--- config.mk ---
export PLATFORM = sky130hd
export DESIGN_NAME = multicycle_sequencer_flat
export DESIGN_NICKNAME = d
export VERILOG_FILES = /design/src/rtl/rv32i_pkg.sv /design/src/rtl/multicycle_sequencer_if.sv /design/src/rtl/multicycle_sequencer_mem_wait_timer.sv /design/src/rtl/multicycle_sequencer.sv /design/src/flat_wrapper.sv
export SDC_FILE = /design/constraint.sdc
export NUM_CORES = 1
export LEC_CHECK = 0
export CAP_MARGIN = 10
export CELL_PAD_IN_SITES_DETAIL_PLACEMENT = 1
export CELL_PAD_IN_SITES_GLOBAL_PLACEMENT = 2
export CORE_MARGIN = 2
export CORE_UTILIZATION = 15
export CTS_CLUSTER_DIAMETER = 120
export DETAILED_ROUTE_END_ITERATION = 10
export PLACE_DENSITY_LB_ADDON = 0.1
export REMOVE_ABC_BUFFERS = 1
export SYNTH_ARGS = -nofsm -noshare
export SYNTH_HDL_FRONTEND = slang
export SYNTH_HIERARCHICAL = 1
export SYNTH_SLANG_ARGS = --single-unit
export TNS_END_PERCENT = 10
--- constraint.sdc ---
create_clock -name clk -period 4.5 [get_ports clk]
set_clock_uncertainty 0.15 [all_clocks]
set_input_delay 1.125 -clock clk [delete_from_list [all_inputs] [get_ports clk]]
set_output_delay 1.125 -clock clk [all_outputs]
set_load 0.02 [all_outputs]
--- src/rtl/rv32i_pkg.sv ---
// Shared RV32I definitions: opcode constants, MemWEn encoding and sequencer state.
package rv32i_pkg;

  localparam logic [6:0] OP_RTYPE  = 7'b0110011;
  localparam logic [6:0] OP_ITYPE  = 7'b0010011;
  localparam logic [6:0] OP_LOAD   = 7'b0000011;
  localparam logic [6:0] OP_STORE  = 7'b0100011;
  localparam logic [6:0] OP_BRANCH = 7'b1100011;
  localparam logic [6:0] OP_JAL    = 7'b1101111;
  localparam logic [6:0] OP_JALR   = 7'b1100111;
  localparam logic [6:0] OP_LUI    = 7'b0110111;
  localparam logic [6:0] OP_AUIPC  = 7'b0010111;

  typedef enum logic [1:0] {
    MEMWEN_NONE = 2'b00,
    MEMWEN_SB   = 2'b01,
    MEMWEN_SH   = 2'b10,
    MEMWEN_SW   = 2'b11
  } mem_wen_e;

  typedef enum logic [2:0] {
    ST_IDLE,
    ST_FETCH,
    ST_DECODE,
    ST_EXEC,
    ST_MEM,
    ST_WB,
    ST_TRAP
  } seq_state_e;

  function automatic logic is_legal_opcode(input logic [6:0] op);
    case (op)
      OP_RTYPE, OP_ITYPE, OP_LOAD, OP_STORE, OP_BRANCH,
      OP_JAL, OP_JALR, OP_LUI, OP_AUIPC: return 1'b1;
      default:                           return 1'b0;
    endcase
  endfunction

  function automatic logic is_mem_opcode(input logic [6:0] op);
    return (op == OP_LOAD) || (op == OP_STORE);
  endfunction

endpackage

--- src/rtl/multicycle_sequencer_if.sv ---
// Decoder inputs, memory handshake and datapath enables of the multicycle sequencer.
interface multicycle_sequencer_if;
  logic [6:0] opcode;
  logic [1:0] mem_we_dec;
  logic       reg_wen_dec;
  logic       pcsel_dec;
  logic       mem_ready;
  logic       mem_req;
  logic       mem_addr_sel;
  logic [1:0] mem_wen;
  logic       ir_we;
  logic       mdr_we;
  logic       rf_we;
  logic       pc_we;
  logic       pc_sel;
  logic       instret;
  logic       trap;

  modport master (
    input  opcode, mem_we_dec, reg_wen_dec, pcsel_dec, mem_ready,
    output mem_req, mem_addr_sel, mem_wen, ir_we, mdr_we,
           rf_we, pc_we, pc_sel, instret, trap
  );

  modport slave (
    output opcode, mem_we_dec, reg_wen_dec, pcsel_dec, mem_ready,
    input  mem_req, mem_addr_sel, mem_wen, ir_we, mdr_we,
           rf_we, pc_we, pc_sel, instret, trap
  );
endinterface

--- src/rtl/multicycle_sequencer_mem_wait_timer.sv ---
// Saturating count of consecutive unanswered memory-request cycles.
module mem_wait_timer #(
  parameter int WAIT_MAX = 15
) (
  input  logic clk,
  input  logic reset,
  input  logic mem_req,
  input  logic mem_ready,
  output logic timeout
);
  localparam int CW = $clog2(WAIT_MAX + 1);
  localparam logic [CW-1:0] CNT_MAX  = CW'(WAIT_MAX);
  localparam logic [CW-1:0] CNT_LAST = CW'(WAIT_MAX - 1);

  logic [CW-1:0] count_reg;

  always_ff @(posedge clk or posedge reset) begin
    if (reset)
      count_reg <= '0;
    else if (!mem_req || mem_ready)
      count_reg <= '0;
    else if (count_reg != CNT_MAX)
      count_reg <= count_reg + CW'(1);
  end

  // Fires during the WAIT_MAX-th unanswered cycle so the trap lands on the following edge.
  assign timeout = mem_req && !mem_ready && (count_reg >= CNT_LAST);
endmodule

--- src/rtl/multicycle_sequencer.sv ---
// Multi-cycle RV32I sequencer gating decoder enables and sharing the memory port.
// Optional trap support (illegal opcode, memory wait timeout) under MCSEQ_TRAP_EN.
module multicycle_sequencer
  import rv32i_pkg::*;
#(
  parameter int WAIT_MAX = 15
) (
  input  logic                   clk,
  input  logic                   reset,
  multicycle_sequencer_if.master bus
);
  seq_state_e state_reg, state_next;
  logic       legal_op;
  logic       mem_req, mem_addr_sel, ir_we, mdr_we, rf_we, pc_we, pc_sel, instret, trap;
  logic [1:0] mem_wen;

`ifdef MCSEQ_TRAP_EN
  logic wait_timeout;

  mem_wait_timer #(.WAIT_MAX(WAIT_MAX)) u_wait_timer (
    .clk       (clk),
    .reset     (reset),
    .mem_req   (mem_req),
    .mem_ready (bus.mem_ready),
    .timeout   (wait_timeout)
  );
`endif

  assign legal_op = is_legal_opcode(bus.opcode);

  always_ff @(posedge clk or posedge reset) begin
    if (reset)
      state_reg <= ST_IDLE;
    else
      state_reg <= state_next;
  end

  always_comb begin
    state_next   = state_reg;
    mem_req      = 1'b0;
    mem_addr_sel = 1'b0;
    mem_wen      = MEMWEN_NONE;
    ir_we        = 1'b0;
    mdr_we       = 1'b0;
    rf_we        = 1'b0;
    pc_we        = 1'b0;
    pc_sel       = 1'b0;
    instret      = 1'b0;
    trap         = 1'b0;
    case (state_reg)
      ST_IDLE: state_next = ST_FETCH;
      ST_FETCH: begin
        mem_req = 1'b1;
        if (bus.mem_ready) begin
          ir_we      = 1'b1;
          state_next = ST_DECODE;
        end
`ifdef MCSEQ_TRAP_EN
        else if (wait_timeout)
          state_next = ST_TRAP;
`endif
      end
      ST_DECODE: begin
`ifdef MCSEQ_TRAP_EN
        state_next = legal_op ? ST_EXEC : ST_TRAP;
`else
        state_next = legal_op ? ST_EXEC : ST_WB;
`endif
      end
      ST_EXEC: state_next = is_mem_opcode(bus.opcode) ? ST_MEM : ST_WB;
      ST_MEM: begin
        mem_req      = 1'b1;
        mem_addr_sel = 1'b1;
        if (bus.opcode == OP_STORE)
          mem_wen = bus.mem_we_dec;
        if (bus.mem_ready) begin
          mdr_we     = (bus.opcode == OP_LOAD);
          state_next = ST_WB;
        end
`ifdef MCSEQ_TRAP_EN
        else if (wait_timeout)
          state_next = ST_TRAP;
`endif
      end
      ST_WB: begin
        // An illegal opcode retires as a NOP: sequential PC, no register write.
        rf_we      = bus.reg_wen_dec && legal_op;
        pc_we      = 1'b1;
        pc_sel     = bus.pcsel_dec && legal_op;
        instret    = 1'b1;
        state_next = ST_FETCH;
      end
      ST_TRAP: begin
`ifdef MCSEQ_TRAP_EN
        trap = 1'b1;
`else
        state_next = ST_IDLE;
`endif
      end
      default: state_next = ST_IDLE;
    endcase
  end

  assign bus.mem_req      = mem_req;
  assign bus.mem_addr_sel = mem_addr_sel;
  assign bus.mem_wen      = mem_wen;
  assign bus.ir_we        = ir_we;
  assign bus.mdr_we       = mdr_we;
  assign bus.rf_we        = rf_we;
  assign bus.pc_we        = pc_we;
  assign bus.pc_sel       = pc_sel;
  assign bus.instret      = instret;
  assign bus.trap         = trap;
endmodule
--- src/flat_wrapper.sv ---
// flat-port wrapper written by rule: the top's interface ports become plain ports
module multicycle_sequencer_flat import rv32i_pkg::*;
#(
  parameter int WAIT_MAX = 15
)
  (clk, reset, bus_opcode, bus_mem_we_dec, bus_reg_wen_dec, bus_pcsel_dec, bus_mem_ready, bus_mem_req, bus_mem_addr_sel, bus_mem_wen, bus_ir_we, bus_mdr_we, bus_rf_we, bus_pc_we, bus_pc_sel, bus_instret, bus_trap);
  multicycle_sequencer_if bus_i ();
  input  logic clk;
  input  logic reset;
  input wire logic [$bits(bus_i.opcode)-1:0] bus_opcode;
  input wire logic [$bits(bus_i.mem_we_dec)-1:0] bus_mem_we_dec;
  input wire logic [$bits(bus_i.reg_wen_dec)-1:0] bus_reg_wen_dec;
  input wire logic [$bits(bus_i.pcsel_dec)-1:0] bus_pcsel_dec;
  input wire logic [$bits(bus_i.mem_ready)-1:0] bus_mem_ready;
  output wire logic [$bits(bus_i.mem_req)-1:0] bus_mem_req;
  output wire logic [$bits(bus_i.mem_addr_sel)-1:0] bus_mem_addr_sel;
  output wire logic [$bits(bus_i.mem_wen)-1:0] bus_mem_wen;
  output wire logic [$bits(bus_i.ir_we)-1:0] bus_ir_we;
  output wire logic [$bits(bus_i.mdr_we)-1:0] bus_mdr_we;
  output wire logic [$bits(bus_i.rf_we)-1:0] bus_rf_we;
  output wire logic [$bits(bus_i.pc_we)-1:0] bus_pc_we;
  output wire logic [$bits(bus_i.pc_sel)-1:0] bus_pc_sel;
  output wire logic [$bits(bus_i.instret)-1:0] bus_instret;
  output wire logic [$bits(bus_i.trap)-1:0] bus_trap;
  assign bus_i.opcode = bus_opcode;
  assign bus_i.mem_we_dec = bus_mem_we_dec;
  assign bus_i.reg_wen_dec = bus_reg_wen_dec;
  assign bus_i.pcsel_dec = bus_pcsel_dec;
  assign bus_i.mem_ready = bus_mem_ready;
  assign bus_mem_req = bus_i.mem_req;
  assign bus_mem_addr_sel = bus_i.mem_addr_sel;
  assign bus_mem_wen = bus_i.mem_wen;
  assign bus_ir_we = bus_i.ir_we;
  assign bus_mdr_we = bus_i.mdr_we;
  assign bus_rf_we = bus_i.rf_we;
  assign bus_pc_we = bus_i.pc_we;
  assign bus_pc_sel = bus_i.pc_sel;
  assign bus_instret = bus_i.instret;
  assign bus_trap = bus_i.trap;
  multicycle_sequencer #(.WAIT_MAX(WAIT_MAX)) u_core (.clk(clk), .reset(reset), .bus(bus_i));
endmodule
==> impl_metrics.yaml <==
synth:
  yosysSeqAreaShare_pct: 24.8
  ys.warnings.count: 6
  avgSynthCellArea_um2: 7.39
  synth_area_leaders: "dfrtp_1 (25%), and3_1 (8.3%), inv_1 (6.2%), nor2_1 (6.2%), nand4b_1 (5.8%)"
  ys_ff_latch: 3
  synth_top_cell_by_area: "dfrtp_1"
  ys_types: 21
  synth_top_area_share_pct: 24.8
  synth_area_um2: 303
  synthCells: 41
drt:
  drt_iter0_markers: 0
  vias_per_cell: 3.82
  antenna_violating_nets_post_route: 0
  wl_um: 900
  drc: 0
  num_vias: 351
  dr.pass1.iters: 1
  wl_per_cell_um: 9.78
power_and_ir_drop:
  irDropWorstVdd_mv: 0.234
  p_leak_uw: 0.000235
  power_uw: 249
  power.density_nw_per_um2: 439
cts:
  cts_buffers: 3
  cts_tree: "yes"
  post_cts_buffers: 0
  clk_pin_slew_ns: 0.04
  cts.sinks: 3
  cts_hold_buf: 0
  cts_buffer_depth: 2
  cts_max_level: 1
  insertion_delay_ns: 0.24
  cts_resized: 0
  root_buffer: "clkbuf_4"
layout:
  final_common_cell: "clkdlybuf4s50_1"
  largest_register_ffs: 3
  layout_common_cells: "clkdlybuf4s50_1 (23), inv_1 (5), nor2_1 (5), and3_1 (4)"
  diodes: 0
  final_nets: 80
  stdcell_count: 92
  syn2layout_area_growth_pct: 87.2
  layout-drive-gt1-share_pct: 12.3
sta:
  slew_violations: 0
  tns_ns: 0
  rsz0062_at_grt: "no"
  period_needed_ns: 4.38
  finalCritPeriodShare_pct: 97.3
  setup_viol: 0
  max_freq_ghz: 0.228
  finalHoldViolations: 0
  timing.final.ws_setup_ns: 0.121
  hold_slack_ns: 0.490
global_route:
  grt_pass1_wl_um: 1370
  grt_util_met1_pct: 7.68
  use_met3_pct: 3.68
  grt_start_max_net_pins: 9
  globalRouteMet2Util_pct: 11.9
  track_usage_pct: 7.74
  busiest_layer: "met2"
  gr-total-overflow: 0
  grt_pass1_vias: 337
  antenna_found_initial: 0
setup_path:
  rrSetupSlack_ns: 3.31
  crit_fanout: 3
  worst-endpoint-required_ns: 3.22
  critical_path.slowest_cell: "clkdlybuf4s50_1"
  reg2regPathDepth: 3
  setup.worst_path.start_class: "input pin"
  crit_start: "bus_opcode[2]"
  r2r-start: "u_core/state_reg[0]"
  rr_endpoint: "u_core/state_reg[2]"
  cp.arrival_ns: 3.10
  cp-end-kind: "output pin"
  path_cells: "clkdlybuf4s50_1 -> or4_4 -> nor2_4 -> and2_4 -> and3_1 -> clkdlybuf4s50_1"
  critPathMostFrequentCell: "clkdlybuf4s50_1"
  crit_type: "input pin to output pin"
  crit_end: "bus_mem_wen[0]"
  crit_path_max_incr_delay_ns: 0.60
placement:
  hpwl_um: 724
  dpl.cell_count: 88
  place_ws_ns: 0.110
  io_buffer_count: 23
  routabilityCongestion: 0.650
hold_path:
  hp-start: "u_core/state_reg[2]"
  hold_path_class: "flop to flop"
floorplan:
  initial_core_util_pct: 15.6
  coreArea_um2: 1940
  die_w_um: 48.9
  die_h_um: 48.9
  die-area_um2: 2390
  placementRows: 16
  io_pins: 25
run_status:
  status: "completed"
job:
  drv_cap: 0
==> synthesized netlist by cell type <==
| cell type | n |
|---|---|
| inv_1 | 5 |
| nand3_1 | 2 |
| inv_2 | 1 |
| nor3_2 | 1 |
| nand4b_1 | 2 |
| or4_4 | 1 |
| nor2b_1 | 1 |
| a31o_1 | 1 |
| and2_4 | 1 |
| dfrtp_1 | 3 |
| nor2_1 | 5 |
| nor2_4 | 1 |
| o21ai_1 | 1 |
| nor3b_1 | 1 |
| buf_4 | 2 |
| xnor2_1 | 1 |
| o21ai_0 | 3 |
| nand2_1 | 3 |
| conb_1 | 1 |
| and3_1 | 4 |
| buf_6 | 1 |
==> metrics by stage <==
stage	cell area, um^2	utilization, %
floorplan	277	-
global placement	541	27.8
detailed placement	541	27.8
CTS	567	29.2
global route	567	29.2
finish	567	29.2
==> cell type report <==
cell class / instances / area (um^2)
clock buffers: 4 / 26.3
fillers: 245 / 1380
inverters: 6 / 22.5
multi-input cells: 29 / 179
flip-flops and latches: 3 / 75.1
well taps: 27 / 33.8
repair buffers: 23 / 230
==> critical path: cells and delay by family <==
family                 cells  cell delay [ns]
buffers and inverters      2             1.04
and+or+nand+nor            4             0.96
==> worst min path at each step <==
stage,to,slack (ns),depth (start not counted)
floorplan,u_core/state_reg[1],0.43,3
global placement,u_core/state_reg[1],0.50,3
detailed placement,u_core/state_reg[1],0.50,3
CTS,u_core/state_reg[1],0.50,3
global route,u_core/state_reg[1],0.55,3
finish,u_core/state_reg[1],0.49,3
==> power by group <==
group | switching, uW | leakage, uW | total, uW | internal (uW)
registers | 21.5 | 0.0000365 | 61.0 | 39.5
clock network | 15.5 | 0.0000150 | 48.8 | 33.3
logic | 67.9 | 0.000183 | 139 | 71.4
total | 105 | 0.000235 | 249 | 144
==> cells by family (layout without fill, tap and decap cells) <==
kind of cell / count (synthesis) / count (layout) / share of synthesized area (%)
simple gates: 22 / 22 / 45.5
buf+inv: 9 / 33 / 16.1
compound gates: 5 / 5 / 9.50
other cells: 1 / 1 / 1.24
xor+xnor: 1 / 1 / 2.89
flops: 3 / 3 / 24.8
==> per-layer routing <==
metal | wire length (um) | vias up
met5 | 0 | -
met4 | 27 | 0
met3 | 92 | 2
met2 | 381 | 19
met1 | 398 | 150
li1 | - | 180
Note: power is estimated with default switching activity, not from simulation.
